## src/rtl/fetch_decode_reg_if.sv

```systemverilog
// Instruction-memory read channel between the fetch stage and the memory.
// The fetch stage is the master: it raises imem_req with a word-aligned
// imem_addr and holds both until the memory answers with imem_ack/imem_rdata.
interface fetch_decode_reg_if;
    logic        imem_req;
    logic [31:0] imem_addr;
    logic        imem_ack;
    logic [31:0] imem_rdata;

    modport master (
        output imem_req,
        output imem_addr,
        input  imem_ack,
        input  imem_rdata
    );

    modport slave (
        input  imem_req,
        input  imem_addr,
        output imem_ack,
        output imem_rdata
    );
endinterface

```

## src/rtl/fetch_decode_reg.sv

```systemverilog
// Fetch stage plus IF/ID pipeline register.
// A four-state controller issues one instruction-memory read at a time. Each
// returned word goes straight into the ID register when it can accept it, or
// into a one-entry skid buffer while the decode stage stalls. A redirect
// abandons the outstanding read (its late data is drained and dropped) and
// restarts fetching at the new target.
module fetch_decode_reg #(
    parameter logic [31:0] RESET_PC = 32'h0000_0000
) (
    input  logic                      clk,
    input  logic                      rst_n,
    fetch_decode_reg_if.master        imem,
    input  logic                      stall,
    input  logic                      flush,
    input  logic                      redirect_valid,
    input  logic [31:0]               redirect_pc,
    output logic                      id_valid,
    output logic [31:0]               id_pc,
    output logic [31:0]               id_instr,
    output logic [5:0]                id_opcode,
    output logic [4:0]                id_rs,
    output logic [4:0]                id_rt,
    output logic [4:0]                id_rd,
    output logic [5:0]                id_funct,
    output logic [15:0]               id_imm16,
    output logic [25:0]               id_jtarget
);

    typedef enum logic [1:0] {
        IDLE  = 2'd0,
        FETCH = 2'd1,
        HOLD  = 2'd2,
        DRAIN = 2'd3
    } state_t;

    state_t      state_q, state_d;
    logic [31:0] pc_q, pc_d;
    logic        req_q, req_d;
    logic [31:0] addr_q, addr_d;
    logic        id_valid_q, id_valid_d;
    logic [31:0] id_pc_q, id_pc_d;
    logic [31:0] id_instr_q, id_instr_d;
    logic        skid_valid_q, skid_valid_d;
    logic [31:0] skid_pc_q, skid_pc_d;
    logic [31:0] skid_instr_q, skid_instr_d;

    logic        load_ok;
    logic [31:0] pc_inc;

    // The ID register may take a new word when it is empty or not stalled.
    assign load_ok = !id_valid_q || !stall;
    assign pc_inc  = pc_q + 32'd4;

    // Next-state, fetch-address and pipeline-register update logic.
    always_comb begin
        // NOTE: every _d starts as its _q so no path leaves a signal unassigned; that keeps this block free of latches.
        state_d      = state_q;
        pc_d         = pc_q;
        req_d        = req_q;
        addr_d       = addr_q;
        id_valid_d   = id_valid_q;
        id_pc_d      = id_pc_q;
        id_instr_d   = id_instr_q;
        skid_valid_d = skid_valid_q;
        skid_pc_d    = skid_pc_q;
        skid_instr_d = skid_instr_q;

        unique case (state_q)
            IDLE: begin
                // Any ack seen here belongs to a transaction killed by reset.
                state_d = FETCH;
                req_d   = 1'b1;
                addr_d  = redirect_valid ? redirect_pc : pc_q;
            end

            FETCH: begin
                if (redirect_valid) begin
                    if (imem.imem_ack) begin
                        addr_d = redirect_pc;
                    end else begin
                        // Read still in flight: keep its address until it lands.
                        state_d = DRAIN;
                    end
                end else if (imem.imem_ack) begin
                    pc_d = pc_inc;
                    if (flush) begin
                        // The word is consumed but never becomes live.
                        addr_d = pc_inc;
                    end else if (load_ok) begin
                        id_valid_d = 1'b1;
                        id_pc_d    = addr_q;
                        id_instr_d = imem.imem_rdata;
                        addr_d     = pc_inc;
                    end else begin
                        skid_valid_d = 1'b1;
                        skid_pc_d    = addr_q;
                        skid_instr_d = imem.imem_rdata;
                        state_d      = HOLD;
                        req_d        = 1'b0;
                        addr_d       = pc_inc;
                    end
                end
            end

            HOLD: begin
                if (redirect_valid) begin
                    state_d = FETCH;
                    req_d   = 1'b1;
                    addr_d  = redirect_pc;
                end else if (!flush && load_ok) begin
                    id_valid_d   = 1'b1;
                    id_pc_d      = skid_pc_q;
                    id_instr_d   = skid_instr_q;
                    skid_valid_d = 1'b0;
                    state_d      = FETCH;
                    req_d        = 1'b1;
                    addr_d       = pc_q;
                end
            end

            DRAIN: begin
                if (imem.imem_ack) begin
                    state_d = FETCH;
                    addr_d  = redirect_valid ? redirect_pc : pc_q;
                end
            end
        endcase

        // Invalidation overrides any load decided above.
        if (flush || redirect_valid) begin
            id_valid_d = 1'b0;
        end
        if (redirect_valid) begin
            pc_d         = redirect_pc;
            skid_valid_d = 1'b0;
        end
    end

    // State registers with asynchronous reset.
    always_ff @(posedge clk or negedge rst_n) begin
        if (!rst_n) begin
            state_q      <= IDLE;
            pc_q         <= RESET_PC;
            req_q        <= 1'b0;
            addr_q       <= RESET_PC;
            id_valid_q   <= 1'b0;
            id_pc_q      <= '0;
            id_instr_q   <= '0;
            skid_valid_q <= 1'b0;
            skid_pc_q    <= '0;
            skid_instr_q <= '0;
        end else begin
            // NOTE: non-blocking assignments so every flop samples the pre-edge values, independent of statement order.
            state_q      <= state_d;
            pc_q         <= pc_d;
            req_q        <= req_d;
            addr_q       <= addr_d;
            id_valid_q   <= id_valid_d;
            id_pc_q      <= id_pc_d;
            id_instr_q   <= id_instr_d;
            skid_valid_q <= skid_valid_d;
            skid_pc_q    <= skid_pc_d;
            skid_instr_q <= skid_instr_d;
        end
    end

    assign imem.imem_req  = req_q;
    assign imem.imem_addr = addr_q;

    assign id_valid   = id_valid_q;
    assign id_pc      = id_pc_q;
    assign id_instr   = id_instr_q;

    // Fixed instruction fields; id_imm16 is the operand of the decode-stage
    // sign extender.
    assign id_opcode  = id_instr_q[31:26];
    assign id_rs      = id_instr_q[25:21];
    assign id_rt      = id_instr_q[20:16];
    assign id_rd      = id_instr_q[15:11];
    assign id_funct   = id_instr_q[5:0];
    assign id_imm16   = id_instr_q[15:0];
    assign id_jtarget = id_instr_q[25:0];

endmodule

```

## src/flat_wrapper.sv

```systemverilog
// flat-port wrapper written by rule: the top's interface ports become plain ports
module fetch_decode_reg_flat 
#(
    parameter logic [31:0] RESET_PC = 32'h0000_0000
)
  (clk, rst_n, stall, flush, redirect_valid, redirect_pc, id_valid, id_pc, id_instr, id_opcode, id_rs, id_rt, id_rd, id_funct, id_imm16, id_jtarget, imem_imem_req, imem_imem_addr, imem_imem_ack, imem_imem_rdata);
  fetch_decode_reg_if imem_i ();
  input  logic clk;
  input  logic rst_n;
  input  logic stall;
  input  logic flush;
  input  logic redirect_valid;
  input  logic [31:0] redirect_pc;
  output logic id_valid;
  output logic [31:0] id_pc;
  output logic [31:0] id_instr;
  output logic [5:0] id_opcode;
  output logic [4:0] id_rs;
  output logic [4:0] id_rt;
  output logic [4:0] id_rd;
  output logic [5:0] id_funct;
  output logic [15:0] id_imm16;
  output logic [25:0] id_jtarget;
  output wire logic [$bits(imem_i.imem_req)-1:0] imem_imem_req;
  output wire logic [$bits(imem_i.imem_addr)-1:0] imem_imem_addr;
  input wire logic [$bits(imem_i.imem_ack)-1:0] imem_imem_ack;
  input wire logic [$bits(imem_i.imem_rdata)-1:0] imem_imem_rdata;
  assign imem_imem_req = imem_i.imem_req;
  assign imem_imem_addr = imem_i.imem_addr;
  assign imem_i.imem_ack = imem_imem_ack;
  assign imem_i.imem_rdata = imem_imem_rdata;
  fetch_decode_reg #(.RESET_PC(RESET_PC)) u_core (.clk(clk), .rst_n(rst_n), .imem(imem_i), .stall(stall), .flush(flush), .redirect_valid(redirect_valid), .redirect_pc(redirect_pc), .id_valid(id_valid), .id_pc(id_pc), .id_instr(id_instr), .id_opcode(id_opcode), .id_rs(id_rs), .id_rt(id_rt), .id_rd(id_rd), .id_funct(id_funct), .id_imm16(id_imm16), .id_jtarget(id_jtarget));
endmodule
```

## config.mk

```make
export PLATFORM = sky130hd
export DESIGN_NAME = fetch_decode_reg_flat
export DESIGN_NICKNAME = d
export VERILOG_FILES = /design/src/rtl/fetch_decode_reg_if.sv /design/src/rtl/fetch_decode_reg.sv /design/src/flat_wrapper.sv
export SDC_FILE = /design/constraint.sdc
export NUM_CORES = 1
export LEC_CHECK = 0
export ABC_AREA = 1
export ABC_CLOCK_PERIOD_IN_PS = 5550
export CAP_MARGIN = 0
export CORE_ASPECT_RATIO = 0.6
export CORE_UTILIZATION = 56
export CTS_BUF_LIST = sky130_fd_sc_hd__clkbuf_8
export CTS_CLUSTER_DIAMETER = 80
export DETAILED_ROUTE_END_ITERATION = 8
export HOLD_SLACK_MARGIN = 0.06
export PLACE_DENSITY = 0.94
export SLEW_MARGIN = 40
export SYNTH_ARGS = -nofsm -noshare
export SYNTH_HDL_FRONTEND = slang
export SYNTH_SLANG_ARGS = --single-unit
```

## constraint.sdc

```tcl
create_clock -name clk -period 5.55 [get_ports clk]
set_clock_uncertainty 0.15 [all_clocks]
set_input_delay 1.11 -clock clk [delete_from_list [all_inputs] [get_ports clk]]
set_output_delay 1.11 -clock clk [all_outputs]
set_load 0.01 [all_outputs]
```

; ---- After elaboration in Yosys (flattened, before gate mapping)
; Cells that the tools add are included.
[totals]
word_cells = 101
reg_bits = 196
input_bits = 70
[classes]
muxes = 47
n_eq_ne = 22
addsub = 1
n_reduce_logical = 19
bitwise = 3
[ops]
columns = op, count
row1 = 32-bit two-way mux, 21
row2 = 32-bit one-hot mux with 2 select lines, 2
row3 = 32-bit one-hot mux with 4 select lines, 1
row4 = "32-bit by 3-bit adder with 32-bit output, second input constant", 1
row5 = 2-bit two-way mux, 8
row6 = "3-bit by 2-bit != test with 1-bit output, second input constant", 5
row7 = 7-bit AND reduction, 2
row8 = 1-bit two-way mux, 12
row9 = "2-bit != test, second input constant", 6
row10 = "3-bit != test, second input constant", 4
row11 = 6-bit AND reduction, 2
row12 = 2-bit one-hot mux with 4 select lines, 1
row13 = "3-bit by 1-bit != test with 1-bit output, second input constant", 2
row14 = 2-bit nonzero test, 3
row15 = 3-bit nonzero test, 2
row16 = 5-bit AND reduction, 1
row17 = "2-bit equality test, second input constant", 2
row18 = "2-bit by 1-bit != test with 1-bit output, second input constant", 2
row19 = 1-bit logical NOT, 3
row20 = 1-bit NOT, 3
row21 = 1-bit one-hot mux with 3 select lines, 1
row22 = 3-bit AND reduction, 1
row23 = "2-bit by 1-bit equality test with 1-bit output, second input constant", 1
row24 = 2-bit logical NOT, 1
row25 = other kinds (4), 5

; ---- Logic depth before layout (Yosys ltp)
[depth]
word_depth = 8
ltp_mapped = 13
mapped_depth_nobuf = 11

; ---- Worst setup path before layout
; OpenSTA, ideal clock, no wires.
[synth_timing]
path_kind = input to register
startpoint = input redirect_valid
endpoint = register u_core.addr_q[16] (netlist: u_core.imem.imem_addr[16])
arrival_time_ns = 2.132
path_stages = 8
n_path_buf = 2
slack_ns = 3.140
required_time_ns = 5.272
path_cell_list = buf_2 -> inv_2 -> nand3_1 -> nand2_1 -> nor2_2 -> buf_2 -> or2_2 -> a21boi_0
[synth_between]
elab_chain_len = 3
word_cells_on_any_way = 7
classes_between = eq/ne: 1 / mux: 5 / reduce/logical: 1
[synth_lines]
columns = item, line
row1 = "start, declared", flat_wrapper.sv:12  ; input logic redirect_valid;
row2 = 32-bit two-way mux, "fetch_decode_reg.sv:73, fetch_decode_reg.sv:124"
row3 = 32-bit two-way mux, fetch_decode_reg.sv:122  ; if (imem.imem_ack) begin
row4 = 32-bit one-hot mux with 4 select lines, fetch_decode_reg.sv:68  ; unique case (state_q)
row5 = "end signal, assigned", fetch_decode_reg.sv:157  ; addr_q <= addr_d;
row6 = "end, declared", fetch_decode_reg.sv:39  ; logic [31:0] addr_q, addr_d;
; Parallel ways exist; a longest one is shown, timed or not. The select of a mux whose other input is x is not followed.
; A chain may end at the register's enable or synchronous reset.

; ---- Worst setup path in the final report
[layout_timing]
startpoint = register u_core.state_q[1]
endpoint = register u_core.pc_q[2]
[layout_between]
elab_chain_len = 3
[layout_lines]
columns = item, line
row1 = "start, declared", fetch_decode_reg.sv:36  ; state_t state_q, state_d;
row2 = "start signal, assigned", fetch_decode_reg.sv:154  ; state_q <= state_d;
row3 = 2-bit by 1-bit equality test with 1-bit output, fetch_decode_reg.sv:68
row4 = 2-bit nonzero test (no source line), n/a
row5 = 2-bit AND reduction (no source line), n/a
row6 = "end signal, assigned", fetch_decode_reg.sv:155  ; pc_q <= pc_d;
row7 = "end, declared", fetch_decode_reg.sv:37  ; logic [31:0] pc_q, pc_d;
; No other way between the ends.

==> impl_metrics.tcl <==
set metrics [dict create \
    outcome "finished, final reports clean" \
    path_cells "inv_1 -> ha_1 -> buf_4 -> inv_2 -> buf_4 -> nand2_1 -> nand2_1 -> clkinv_2 -> o21ai_0" \
    syn-cell-area_um2 10500 \
    slew_violations 0 \
    grt-ovfl-total 0 \
    ys_seq_elements 196 \
    num_rows 38 \
    vias 9860 \
    maxCapViolCount 0 \
    detail_route.wl_per_cell_um 16.1 \
    routed_wl_um 28400 \
    drive_above_1_share_pct 4.40 \
    crit_family "buffers and inverters" \
    synth_cell_types 35 \
    nNetsFinal 1585 \
    die_h_um 108 \
    grt_use_total_pct 29.7 \
    numCtsBuffers 17 \
    use_met3_pct 7.14 \
    clockBufferDepth 2 \
    start_util_pct 57.6 \
    hold_buffers 0 \
    postLayoutCoreUtil_pct 70.4 \
    arrival_ps 3770 \
    p_clk_share_pct 12.7 \
    netlist_instances 1385 \
    path_max_fanout 53 \
    final-hold-violation-count 0 \
    ios 237 \
    io_buffers 236 \
    critPathMaxStageDelay_ps 620 \
    areaGrowthSynthToFinish_pct 22.3 \
    rr_worst_depth 9 \
    synth_area_leader_cell "dfrtp_1" \
    n_antenna_cell 0 \
    hold_class "in -> async" \
    hold_ws_ps 335 \
    die_x_um 179 \
    met1_usage_pct 42.5 \
    drt_first_pass_iters 6 \
    routabilityCongestion 0.899 \
    final_common_cell "nand2_1" \
    yosys_warnings 0 \
    clkTransAtPathRegs_ps 110 \
    crit_type "reg -> reg" \
    powerDensity_nw_per_um2 590 \
    dr.first_iter.drc_count 1137 \
    synth_area_leaders "dfrtp_1 (47%), nand2_1 (15%), o21ai_0 (8.9%)" \
    grt_pass1_wl_um 44800 \
    reg2reg_from "u_core.state_q[1]" \
    fin_setup_tns_ps 0 \
    met2_usage_pct 44.9 \
    vias_per_cell 5.59 \
    fillers 1376 \
    synth_area_per_cell_um2 7.57 \
    tightestPinTransition_ps 817 \
    crit_buf_inv 5 \
    critPathLaunch "u_core.state_q[1]" \
    numClockSinks 196 \
    antenna_left 0 \
    grt_antenna_before_repair 0 \
    cts_tree "built" \
    peakVddDrop_mv 0.355 \
    rsz0062_at_grt "false" \
    power_leakage_nw 5.79 \
    dieArea_um2 19300 \
    cp-end-kind "flip-flop" \
    post_cts_buffers 0 \
    switching_share_pct 42.0 \
    setup_viol 0 \
    clk_latency_ps 440 \
    synthDominantCellAreaShare_pct 46.8 \
    syn_nets 1459 \
    postPlaceCellArea_um2 12400 \
    p_comb_share_pct 51.0 \
    drc 0 \
    grt-busiest-layer "met2" \
    relSlewSlack_pct 45.6 \
    clock_tree.root_cell "clkbuf_8" \
    ctsResizeCount 0 \
    p_seq_share_pct 36.3 \
    ys_async_sr_fraction_pct 100 \
    final_cell_mix "nand2_1 (421), clkdlybuf4s50_1 (234), dfrtp_1 (196), o21ai_0 (186), inv_1 (118)" \
    cp.required_ps 5730 \
    crit_cells 9 \
    p_sw_w 0.00318 \
    yosysSeqAreaShare_pct 46.8 \
    hpwl_um 19700 \
    p_int_w 0.00438 \
    ys.flop_type "dfrtp_1" \
    grt_pass1_vias 8984 \
    fmax_mhz 279 \
    cp-start-kind "flip-flop" \
    design_area_um2 12800 \
    grt_max_degree 129 \
    period_share_pct 64.6 \
    synth_edf_count 0 \
    crit_slowest_cell "clkinv_2" \
    core_um2 18200 \
    min_period_ps 3590 \
    htreeDepth 4 \
]
-- metrics by stage --
step / setup WS [ps] / std cells / total power (W)
3_5_place_dp: 1850 / 1731 / 0.00656
4_1_cts: 2260 / 1762 / 0.00754
6_report: 1960 / 1763 / 0.00756
5_1_grt: 1850 / 1763 / 0.00811
3_3_place_gp: 1360 / 1729 / 0.00632
2_1_floorplan: 3140 / 1385 / 0.00501
-- path summary, 6_finish.rpt --
| kind | end | slack, ps |
|---|---|---|
| worst max-delay path | u_core.pc_q[2] | 1960 |
| worst min-delay path | u_core.pc_q[2] | 330 |
| worst max register to register | u_core.pc_q[2] | 1960 |
| worst min register to register | u_core.pc_q[1] | 340 |
| max in group asynchronous | u_core.id_pc[28] | 3570 |
| min in group clk | u_core.pc_q[1] | 340 |
-- metal layers --
layer	routed length (um)	vias up
li1	-	4605
met1	11900	4586
met2	12500	613
met3	3340	56
met4	574	0
met5	0	-
-- final cells by class --
type	instances	area, um2	area share, %
clock buffers	18	248	1.93
clock inverters	13	158	1.23
inverters	120	454	3.54
multi-input cells	926	4230	33.0
flip-flops and latches	196	4900	38.3
well taps	240	300	2.34
repair buffers	250	2530	19.7
-- synthesized netlist by cell type, types with 3 or more instances --
master	n
nor2_2	4
buf_6	7
clkbuf_1	26
ha_1	4
nor2_4	3
o21a_1	34
nor2_1	109
nand4_1	17
nand3_1	51
inv_1	116
a21boi_0	3
nand2_1	421
buf_2	33
a31oi_1	3
a21oi_1	67
buf_4	75
o21ai_0	186
or2_2	5
dfrtp_1	196
inv_2	4
-- kinds of logic after synthesis --
logic type               after synthesis  share of synthesized area, %
AO/OA/AOI/OAI                        305                          15.8
adder cells (fa/ha/maj)                4                         0.477
flip-flops                           196                          46.8
multiplexers                           2                         0.191
AND/OR/NAND/NOR                      615                          23.7
buffers and inverters                263                          13.0
-- power by group through the flow --
stage,combinational (W),sequential [W],clock [W]
final,0.00385,0.00275,0.000958
after global routing,0.00425,0.00283,0.00103
after CTS,0.00384,0.00273,0.000974
after detailed placement,0.00381,0.00275,0
after global placement,0.00360,0.00271,0
after floorplan,0.00229,0.00272,0
-- registers in the layout, indices dropped and copies added, names as in the netlist --
name / flops
u_core.id_instr: 32
u_core.id_pc: 32
u_core.imem.imem_addr: 32
u_core.pc_q: 32
u_core.skid_instr_q: 32
u_core.skid_pc_q: 32
u_core.state_q: 2
u_core.id_valid: 1
u_core.imem.imem_req: 1
No activity file was read; power rests on OpenSTA's default activity.
==> variant 1: new RTL, config.mk and constraints unchanged <==
Encoding of `state_t`: now Gray code (2 bits for 4 states).
--- a/src/rtl/fetch_decode_reg.sv
+++ b/src/rtl/fetch_decode_reg.sv
@@ -27,10 +27,10 @@
 );
 
     typedef enum logic [1:0] {
-        IDLE  = 2'd0,
-        FETCH = 2'd1,
-        HOLD  = 2'd2,
-        DRAIN = 2'd3
+        IDLE  = 2'b00,
+        FETCH = 2'b01,
+        HOLD  = 2'b11,
+        DRAIN = 2'b10
     } state_t;
 
     state_t      state_q, state_d;
Function: same outputs for any inputs over 4 cycles, from zero or initial values and one cycle with rst_n low; so few cycles prove little.
==> variant 1 against the original RTL <==
Critical endpoint is now u_core.id_pc[26]; power shrank 7.0%; area after synthesis fell by 2.7%; critical path depth decreased by 1; final area down 2.5%; routed wire length shrank 4.1%; clock power down 6.8%; sequential cell count did not move; setup slack improved by 0.53 ns; combinational power down 6.5%; via count shrank 4.1%.
==> variant 1: results (changes against the original RTL) <==
metric	value	unit	change
Nets	1515		-4.4%
worst skew pair latency	0.46	ns	+0.02 ns
Synth cell types	27		-23%
maximum vdd drop	417.2	uV	+17%
Sw Ratio	0.4220		+0.001723
Hold Path Class	reg2reg		
vias in the first global route	8548		-4.9%
CP arrival	3.21	ns	-0.56 ns
Pleak	0.005563	uW	-3.9%
register area share after synthesis	0.4809		+0.01314
worst r2r path cells	10		+1
crit-path max cell delay	0.64	ns	+0.02 ns
Post-Place Cell Area	0.01211	mm^2	-2.2%
met2 routed WL	12390	um	-1.2%
Worst-Margin Slew	0.8174	ns	+0.0006654 ns
global-route wire length before repair	42690	um	-4.7%
Worst R2R Setup Slack	2.79	ns	+0.83 ns
Worst R2R End	u_core.imem.imem_addr[7]		
Total GRT Usage	0.2905		-0.006274
layout cells sized above 1	0.03915		-0.004844
status	finished, final reports clean		
vias after detailed routing	9452		-4.1%
wl on met1	11450	um	-4.0%
list of most frequent post-synthesis cells	331 x nand2_1, 196 x dfrtp_1, 141 x nor2_1, 111 x o21ai_0, 103 x inv_1		
RR Startpoint	u_core.state_q[0]		
Slowest-stage cell, CP	buf_4		
Detail Placement HPWL	18950	um	-3.7%
Final Wtd Congestion	0.9344		+3.9%
starting DRC count in detailed routing	1015		-11%
==> variant 1: cells by family (layout without fill, tap and decap cells) <==
kind of cell | Yosys count | count (layout) | synth area share
flip-flops | 196 | 196 | 0.4809
buffers and inverters | 247 | 384 | 0.1223
AND/OR/NAND/NOR | 567 | 567 | 0.2244
AO/OA/AOI/OAI | 304 | 304 | 0.1672
adder cells (fa/ha/maj) | 1 | 1 | 0.001227
multiplexers | 4 | 4 | 0.003926
==> variant 1: how the worst max path moves through the flow <==
stage / startpoint / end / slack (ns) / cells past startpoint
2_1_floorplan: redirect_valid / u_core.id_pc[11] / 3.16 / 7
3_3_place_gp: redirect_valid / u_core.id_instr[8] / 1.98 / 7
3_5_place_dp: imem_imem_ack / u_core.imem.imem_addr[7] / 1.88 / 7
4_1_cts: imem_imem_ack / u_core.imem.imem_addr[7] / 2.36 / 7
5_1_grt: redirect_valid / u_core.id_pc[26] / 2.35 / 8
6_report: redirect_valid / u_core.id_pc[26] / 2.49 / 8
==> variant 1: final cells by class <==
cell class | instances | area, um^2
timing repair buffer | 244 | 2439
inverter | 109 | 411.6
clock buffer | 17 | 234.0
clock inverter | 14 | 141.4
tap | 234 | 292.8
multi-input combinational | 876 | 4075
sequential | 196 | 4905
fill | 1284 | 4955
==> variant 1: worst reg2reg max path, stage by stage (launching register included) <==
cell and delay [ns]:
dfrtp_1 0.45, nand2_2 0.08, buf_4 0.50, inv_2 0.07, nand2_1 0.08, nor2_1 0.06, nor2_1 0.20, nand2_4 0.32
inv_2 0.42, o21ai_0 0.21, o22ai_1 0.15
==> variant 1: metrics by stage <==
step,util,std cells
after floorplan,-,1319
after global routing,0.7161,1690
final,0.7161,1690
after CTS,0.7154,1690
after detailed placement,0.6939,1659
after global placement,0.6929,1659
==> variant 1: power groups by stage <==
stage,Combinational [uW],Clock (uW),Sequential [uW]
after floorplan,2120,0,2560
after global placement,3430,0,2530
after detailed placement,3570,0,2540
after CTS,3590,906,2530
after global routing,3950,961,2610
final,3600,893,2540
==> variant 1: layer usage <==
layer,track usage,up-vias
met3,0.06652,53
met2,0.4502,565
met1,0.4084,4379
met5,0,-
met4,0.08199,0
li1,-,4455
==> variant 2: new RTL, config.mk and constraints unchanged <==
Without the edit above. Reset style: synchronous (`rst_n`), changed in one clocked block. Comments in the files are not updated.
--- a/src/rtl/fetch_decode_reg.sv
+++ b/src/rtl/fetch_decode_reg.sv
@@ -137,7 +137,7 @@
     end
 
     // State registers with asynchronous reset.
-    always_ff @(posedge clk or negedge rst_n) begin
+    always_ff @(posedge clk) begin
         if (!rst_n) begin
             state_q      <= IDLE;
             pc_q         <= RESET_PC;
Check against the original RTL: differs if rst_n is asserted again (counterexample within 4 cycles, from zero or initial values and one cycle with rst_n low); with rst_n held inactive, the same outputs for 4 cycles.
==> variant 2 against the original RTL <==
Fmax up 4.9%; setup slack better by 0.17 ns; non-clock buffer count down 7; final area down 5.2%; count of clock-buffer cells in the layout down 1; via count up 2.2%; worst hold slack better by 0.0095 ns; routed wire length down 1.7%; sequential cell count unchanged; area after synthesis down 4.3%; cell count up 3.7%; highest routed layer unchanged.
Power is not compared: it rests on default switching activity, and its combinational part moved more than twofold at a synthesized area within 25%.
==> variant 2: results (changes against the original RTL) <==
metric	value	unit	change
Worst R2R End	u_core.imem.imem_addr[8]		
Total GRT Usage	0.2953		-0.001444
Peak Freq	292.4	MHz	+4.9%
Final Util	0.7021		-0.002011
Synth Flop Type	dfxtp_1		
invs w/o clock	106		-12%
Async SR Flop Fraction	0		-1.000
RR Startpoint	u_core.state_q[1]		
Fill cells	1377		+0.073%
Buffers, non-clock	243		-2.8%
Slowest-stage cell, CP	clkdlybuf4s50_1		
dpl ws	1.698	ns	-0.1478 ns
core area	0.01731	mm^2	-4.9%
list of most frequent post-synthesis cells	298 x nor2_1, 282 x nand2_1, 196 x dfxtp_1, 190 x o21ai_0, 99 x inv_1		
syn nets	1552		+6.4%
worst-path fanout max	29		-45%
starting DRC count in detailed routing	1116		-1.8%
Detail Placement HPWL	18590	um	-5.5%
global-route wire length before repair	44420	um	-0.79%
First-pass DRT Iterations	8		+2
Nets	1653		+4.3%
Synth cell types	36		+2.9%
status	finished, final reports clean		
Worst R2R Setup Slack	2.54	ns	+0.58 ns
Data buffer area share	0.1994		+0.002250
[variant 2: per-layer routing]
metal | part of all wire | GRT usage
met2 | 0.45 | 0.4694
met3 | 0.096 | 0.05736
met1 | 0.43 | 0.3991
met5 | 0 | 0
met4 | 0.019 | 0.1043
[variant 2: tightest hold or removal path, cell delays in order, from the launching register on]
cell and delay, ns:
dfxtp_1 0.34, nor2_1 0.05, nor2_1 0.08
[variant 2: power groups by stage]
stage | registers (uW) | logic, uW | clock network [uW]
after floorplan | 1610 | 395 | 0
after global placement | 1600 | 666 | 0
after detailed placement | 1600 | 684 | 0
after CTS | 1570 | 690 | 905
after global routing | 1580 | 758 | 960
final | 1570 | 695 | 892
[variant 2: kinds of logic (layout without fill, tap and decap cells)]
kind of cell / Yosys count / count (layout) / share of synthesized area
simple gates: 678 / 678 / 0.2716
compound gates: 338 / 338 / 0.1967
buf+inv: 267 / 380 / 0.1386
flops: 196 / 196 / 0.3909
fa+ha+maj: 1 / 1 / 0.001246
xor+xnor: 1 / 1 / 0.0008728
